**src/rtl/led_pkg.sv**
```systemverilog
// Shared constants and FSM state encoding for the LED mode scheduler.
package led_pkg;

  localparam int LED_W          = 8;

  localparam int MODE_BREATH    = 0;
  localparam int MODE_HEARTBEAT = 1;
  localparam int MODE_WATER     = 2;
  localparam int MODE_STATIC    = 3;

  typedef enum logic [0:0] {
    ST_RUN   = 1'b0,
    ST_BLANK = 1'b1
  } state_t;

endpackage

```
**src/rtl/btn_debounce.sv**
```systemverilog
// Push-button conditioner: two-flop synchroniser, stable-level debounce and a
// single-cycle press pulse on each accepted rising level.
module btn_debounce #(
  parameter int DEBOUNCE_CYC = 240000
) (
  input  logic clk_i,
  input  logic rst_i,
  input  logic btn_i,
  output logic press_o
);

  localparam int CNT_W = (DEBOUNCE_CYC > 1) ? $clog2(DEBOUNCE_CYC) : 1;

  logic [1:0]       sync_q;
  logic [CNT_W-1:0] cnt_q;
  logic             level_q;
  logic             press_q;
  logic             accept_s;

  // A differing sample accepted on the DEBOUNCE_CYC-th consecutive occurrence
  always_comb begin
    if (sync_q[1] != level_q) begin
      accept_s = (cnt_q == CNT_W'(DEBOUNCE_CYC - 1));
    end else begin
      accept_s = 1'b0;
    end
  end

  always_ff @(posedge clk_i) begin
    if (rst_i) begin
      sync_q  <= 2'b00;
      cnt_q   <= '0;
      level_q <= 1'b0;
      press_q <= 1'b0;
    end else begin
      sync_q  <= {sync_q[0], btn_i};
      press_q <= 1'b0;
      if (sync_q[1] == level_q) begin
        cnt_q <= '0;
      end else if (accept_s) begin
        cnt_q   <= '0;
        level_q <= sync_q[1];
        press_q <= sync_q[1];
      end else begin
        cnt_q <= cnt_q + CNT_W'(1);
      end
    end
  end

  assign press_o = press_q;

endmodule

```
**src/rtl/led_mode_scheduler.sv**
```systemverilog
// Mode sequencer for the LED effect drivers: button/auto-tick arbitration,
// blanking between modes, one-hot driver enables and the registered LED mux.
module led_mode_scheduler
  import led_pkg::*;
#(
  parameter int N_MODES      = 4,
  parameter int DEBOUNCE_CYC = 240000,
  parameter int AUTO_PERIOD  = 120000000,
  parameter int BLANK_CYC    = 2400
) (
  input  logic                       clk,
  input  logic                       rst,
  input  logic                       btn_next,
  input  logic                       btn_prev,
  input  logic                       auto_en,
  input  logic [N_MODES*LED_W-1:0]   mode_led_in,
  output logic [LED_W-1:0]           led_out,
  output logic [N_MODES-1:0]         mode_en,
  output logic [$clog2(N_MODES)-1:0] mode_idx,
  output logic                       busy
);

  localparam int IDX_W   = $clog2(N_MODES);
  localparam int AUTO_W  = (AUTO_PERIOD > 1) ? $clog2(AUTO_PERIOD) : 1;
  localparam int BLANK_W = (BLANK_CYC > 1) ? $clog2(BLANK_CYC) : 1;

  function automatic logic [N_MODES-1:0] onehot(input logic [IDX_W-1:0] idx);
    logic [N_MODES-1:0] v;
    v = '0;
    for (int k = 0; k < N_MODES; k++) begin
      v[k] = (idx == IDX_W'(k));
    end
    return v;
  endfunction

  state_t             state_q;
  logic [IDX_W-1:0]   mode_idx_q;
  logic [N_MODES-1:0] mode_en_q;
  logic [LED_W-1:0]   led_q;
  logic               busy_q;
  logic [AUTO_W-1:0]  auto_cnt_q;
  logic [AUTO_W-1:0]  auto_cnt_d;
  logic [BLANK_W-1:0] blank_cnt_q;

  logic               next_pulse_s;
  logic               prev_pulse_s;
  logic               tick_s;
  logic               switch_s;
  logic [IDX_W-1:0]   idx_inc_s;
  logic [IDX_W-1:0]   idx_dec_s;
  logic [IDX_W-1:0]   idx_d;
  logic [LED_W-1:0]   lane_s;

  btn_debounce #(.DEBOUNCE_CYC(DEBOUNCE_CYC)) u_db_next (
    .clk_i   (clk),
    .rst_i   (rst),
    .btn_i   (btn_next),
    .press_o (next_pulse_s)
  );

  btn_debounce #(.DEBOUNCE_CYC(DEBOUNCE_CYC)) u_db_prev (
    .clk_i   (clk),
    .rst_i   (rst),
    .btn_i   (btn_prev),
    .press_o (prev_pulse_s)
  );

  // Auto-advance timer only runs in RUN with auto_en set
  always_comb begin
    tick_s     = 1'b0;
    auto_cnt_d = '0;
    if ((state_q == ST_RUN) && auto_en) begin
      tick_s     = (auto_cnt_q == AUTO_W'(AUTO_PERIOD - 1));
      auto_cnt_d = tick_s ? '0 : auto_cnt_q + AUTO_W'(1);
    end else begin
      tick_s     = 1'b0;
      auto_cnt_d = '0;
    end
  end

  // Wrap by compare so non-power-of-two mode counts stay in range
  always_comb begin
    idx_inc_s = (mode_idx_q == IDX_W'(N_MODES - 1)) ? '0 : mode_idx_q + IDX_W'(1);
    idx_dec_s = (mode_idx_q == '0) ? IDX_W'(N_MODES - 1) : mode_idx_q - IDX_W'(1);
  end

  // Event arbitration: lone button beats tick, opposing buttons cancel
  always_comb begin
    switch_s = 1'b0;
    idx_d    = mode_idx_q;
    if (state_q != ST_RUN) begin
      switch_s = 1'b0;
    end else if (next_pulse_s && prev_pulse_s) begin
      switch_s = 1'b0;
    end else if (next_pulse_s) begin
      switch_s = 1'b1;
      idx_d    = idx_inc_s;
    end else if (prev_pulse_s) begin
      switch_s = 1'b1;
      idx_d    = idx_dec_s;
    end else if (tick_s) begin
      switch_s = 1'b1;
      idx_d    = idx_inc_s;
    end else begin
      switch_s = 1'b0;
    end
  end

  // AND-OR lane select keeps the index width independent of the bus width
  always_comb begin
    lane_s = '0;
    for (int k = 0; k < N_MODES; k++) begin
      lane_s = lane_s | (mode_led_in[k*LED_W +: LED_W] & {LED_W{mode_idx_q == IDX_W'(k)}});
    end
  end

  always_ff @(posedge clk) begin
    if (rst) begin
      state_q     <= ST_RUN;
      mode_idx_q  <= IDX_W'(MODE_BREATH);
      mode_en_q   <= onehot(IDX_W'(MODE_BREATH));
      led_q       <= '0;
      busy_q      <= 1'b0;
      auto_cnt_q  <= '0;
      blank_cnt_q <= '0;
    end else begin
      case (state_q)
        ST_RUN: begin
          if (switch_s) begin
            state_q     <= ST_BLANK;
            mode_idx_q  <= idx_d;
            mode_en_q   <= '0;
            led_q       <= '0;
            busy_q      <= 1'b1;
            auto_cnt_q  <= '0;
            blank_cnt_q <= '0;
          end else begin
            mode_en_q   <= onehot(mode_idx_q);
            led_q       <= lane_s;
            busy_q      <= 1'b0;
            auto_cnt_q  <= auto_cnt_d;
            blank_cnt_q <= '0;
          end
        end
        ST_BLANK: begin
          led_q      <= '0;
          auto_cnt_q <= '0;
          if (blank_cnt_q == BLANK_W'(BLANK_CYC - 1)) begin
            state_q     <= ST_RUN;
            mode_en_q   <= onehot(mode_idx_q);
            busy_q      <= 1'b0;
            blank_cnt_q <= '0;
          end else begin
            mode_en_q   <= '0;
            busy_q      <= 1'b1;
            blank_cnt_q <= blank_cnt_q + BLANK_W'(1);
          end
        end
        default: begin
          state_q     <= ST_RUN;
          mode_idx_q  <= IDX_W'(MODE_BREATH);
          mode_en_q   <= onehot(IDX_W'(MODE_BREATH));
          led_q       <= '0;
          busy_q      <= 1'b0;
          auto_cnt_q  <= '0;
          blank_cnt_q <= '0;
        end
      endcase
    end
  end

  assign led_out  = led_q;
  assign mode_en  = mode_en_q;
  assign mode_idx = mode_idx_q;
  assign busy     = busy_q;

endmodule

```
**config.mk**
```make
export PLATFORM = sky130hd
export DESIGN_NAME = led_mode_scheduler
export DESIGN_NICKNAME = d
export VERILOG_FILES = /design/src/rtl/led_pkg.sv /design/src/rtl/btn_debounce.sv /design/src/rtl/led_mode_scheduler.sv
export SDC_FILE = /design/constraint.sdc
export NUM_CORES = 1
export LEC_CHECK = 0
export ABC_AREA = 1
export CORE_MARGIN = 8
export CORE_UTILIZATION = 45
export DETAILED_ROUTE_END_ITERATION = 10
export GPL_ROUTABILITY_DRIVEN = 0
export PLACE_DENSITY_LB_ADDON = 0.15
export SLEW_MARGIN = 20
export SYNTH_ARGS = -nofsm -noshare
export SYNTH_HDL_FRONTEND = slang
export SYNTH_HIERARCHICAL = 1
export SYNTH_SLANG_ARGS = --single-unit
```
**constraint.sdc**
```tcl
create_clock -name clk -period 1.9 [get_ports clk]
set_input_delay 0.285 -clock clk [delete_from_list [all_inputs] [get_ports clk]]
set_output_delay 0.285 -clock clk [all_outputs]
set_load 0.02 [all_outputs]
```
==> flow_summary.yaml <==
die:
  core_sq_um: 10280
  die_area_sq_um: 14040
  initial_core_util: 0.4601
  dieWidth_um: 118.5
  die_h_um: 118.5
  rows: 37
  pin_count: 52
logic_synthesis:
  avgSynthCellArea_sq_um: 7.458
  ys_top_cells_by_count: "149 x nor2_1, 120 x nand2_1, 98 x dfxtp_1, 59 x inv_1, 32 x xor2_1"
  syn-cell-area_sq_um: 4728
  synth-async-reset-ratio: 0
  synth_top_area_cell: "dfxtp_1"
  yosysTopAreaCellShare: 0.4149
  syn_nets: 679
  yosys_warnings: 6
  synth_edf_count: 0
  ys_seq_area_frac: 0.4149
  synth_most_common_cell: "nor2_1"
  synth_seq_cells: 98
  synth_cell_types: 30
  yosys-top-cells-area: "dfxtp_1 41%, nor2_1 12%, nand2_1 9.5%, xor2_1 5.9%, inv_1 4.7%"
  synth_cells: 634
  synth_flop_cell: "dfxtp_1"
timing:
  setup_tns_ps: 0
  worst_pin_slew_ps: 537.4
  slew_viol_final: 0
  skew_ps: 9.421
  slew_headroom: 0.6384
  fmax_ghz: 0.5732
  setup_violations: 0
  setup_ws_ps: 155.4
  layout_min_cycle_time_ps: 1745
  fin_crit_sh: 0.9182
  rsz0062_at_grt: "false"
  finalHoldViolations: 0
global_route:
  grtUsageMet3: 0.03046
  grt_max_degree: 28
  grt_overflow: 0
  grt_pass1_vias: 3976
  busiest_layer: "met2"
  met1_usage: 0.1715
  met2_usage: 0.2483
  grt_antenna_before_repair: 0
  grt_util_all_layers: 0.1456
  grt_pass1_wl_um: 17310
pwr:
  power.share.combinational: 0.050
  ir_worst_vdd_v: 0.0003022
  pwr-share-clk: 0.349
  netSwitchingPower_mw: 0.7752
  switching_share: 0.2246
  leakage_nw: 1.774
  p_per_area_nw_per_um2: 624.0
  internal-power_mw: 2.676
  pwr-share-seq: 0.601
routing:
  wl_per_cell_um: 11.84
  num_vias: 4043
  drt_wl_total_um: 9824
  drtAntennaViolNets: 0
  drt_iter0_drc: 153
  viasPerCell: 4.871
  drt_first_pass_iters: 4
  route.detailed.drc: 0
clock_network:
  clk_latency_ps: 360
  htreeDepth: 3
  hold_buffers: 0
  clk_pin_slew_ps: 90
  postCtsSetupBuffers: 0
  cts_num_sinks: 98
  cts_tree: "yes"
  numCtsBuffers: 9
  ctsResizeCount: 0
  clockBufferDepth: 2
  cts-root-buf: "clkbuf_8"
critical_path:
  crit_chain: "clkdlybuf4s50_1"
  start_kind: "register"
  cp_max_fo: 6
  critPathRequiredTime_ps: 1620
  max_stage_delay_ps: 650
  cp-end-kind: "primary output"
  cp_num_buf_inv: 1
  critical_path_class: "register to primary output"
  arrival_ps: 1460
  cp_slowest_cell: "clkdlybuf4s50_1"
  critical-path-top-delay-family: "buffers and inverters"
layout:
  stdcell_count: 830
  final_nets: 734
  drive_gt1_frac: 0.06772
  antennaDiodeCount: 0
  syn_to_final_growth_pct: 16.99
  fin_area_sq_um: 5532
placement:
  pre_cts_slack_ps: 134.1
  dp_hpwl_um: 7425
  dpl-instance-area_sq_um: 5360
  portBuffers: 51
  place_inst: 814
run:
  cap_violations: 0
outcome:
  status: "completed"
hold_path:
  min_path_type: "register to register"
==> kinds of logic (layout without fill, tap and decap cells) <==
group	after synthesis	in the layout	share of synthesized area
AO/OA/AOI/OAI	39	39	0.05504
flip-flops	98	98	0.4149
adder cells (fa/ha/maj)	8	8	0.02117
XOR/XNOR	54	54	0.1000
AND/OR/NAND/NOR	367	367	0.3485
buffers and inverters	68	128	0.06033
==> state kept, by name, summed over array words and instances, names as in the netlist, 2 cells and up <==
name,flops
auto_cnt_q,27
u_db_next/cnt_q,18
u_db_prev/cnt_q,18
blank_cnt_q,12
led_out,8
mode_en,4
mode_idx,2
u_db_next/sync_q,2
u_db_prev/sync_q,2
==> routing by layer <==
layer  part of all wire  vias to the layer above  wire (um)
met5                  0                        -          0
met4              0.016                        0        154
met3              0.044                       12        436
met2               0.46                       77       4556
met1               0.48                     1830       4677
li1                   -                     2124          -
==> cell type report <==
type | instances | area, sq um
Inverter | 59 | 221.5
Timing Repair Buffer | 53 | 525.5
Clock inverter | 5 | 30.03
Clock buffer | 11 | 141.4
Multi-Input combinational cell | 468 | 2481
Fill cell | 994 | 4746
Tap cell | 136 | 170.2
Sequential cell | 98 | 1962
==> power by group through the flow <==
| stage | logic [mW] | clock network [mW] | registers, mW |
|---|---|---|---|
| after floorplan | 0.0581 | 0 | 2.14 |
| after global placement | 0.170 | 0 | 2.12 |
| after detailed placement | 0.173 | 0 | 2.12 |
| after CTS | 0.174 | 1.26 | 2.08 |
| after global routing | 0.187 | 1.34 | 2.08 |
| final | 0.172 | 1.20 | 2.08 |
==> final timing paths <==
check,cells past startpoint,slack (ps),start,endpoint
worst max-delay path,1,160,mode_idx[0]$_SDFFE_PP0P_,mode_idx[0]
worst min-delay path,2,400,u_db_next/sync_q[0]$_SDFF_PP0_,u_db_next/sync_q[1]$_SDFF_PP0_
worst max register to register,10,190,auto_cnt_q[0]$_SDFF_PP0_,led_out[4]$_SDFF_PP0_
worst min register to register,2,400,u_db_next/sync_q[0]$_SDFF_PP0_,u_db_next/sync_q[1]$_SDFF_PP0_
==> stage by stage <==
stage / hold WS (ps) / utilization / total power [mW]
after floorplan: 354.1 / - / 2.193
after global placement: 391.9 / 0.5215 / 2.294
after detailed placement: 392.9 / 0.5215 / 2.297
after CTS: 405.7 / 0.5382 / 3.506
after global routing: 450.4 / 0.5382 / 3.610
final: 404.9 / 0.5382 / 3.452
==> layout by cell type (no fill, tap or decap), types with 2 or more instances in the layout <==
cell | Yosys | final
nand2_1 | 120 | 120
nand2_2 | 8 | 8
a22o_1 | 8 | 8
xnor2_1 | 22 | 22
nor3_1 | 11 | 11
clkinvlp_4 | 0 | 2
o21ai_0 | 4 | 4
nand3_1 | 31 | 31
xor2_1 | 32 | 32
dfxtp_1 | 98 | 98
buf_4 | 0 | 2
nand3_4 | 2 | 2
nand4_1 | 17 | 17
clkbuf_8 | 0 | 10
ha_1 | 8 | 8
inv_1 | 59 | 59
nor4_1 | 4 | 4
clkinv_2 | 0 | 3
clkdlybuf4s50_1 | 0 | 51
nor2_1 | 149 | 149
nor2_2 | 7 | 7
nand3_2 | 3 | 3
or2_2 | 2 | 2
or2_0 | 4 | 4
nor2_4 | 4 | 4
nor3_2 | 2 | 2
a21oi_1 | 17 | 17
a221oi_1 | 8 | 8
(Power assumes the default switching activity.)
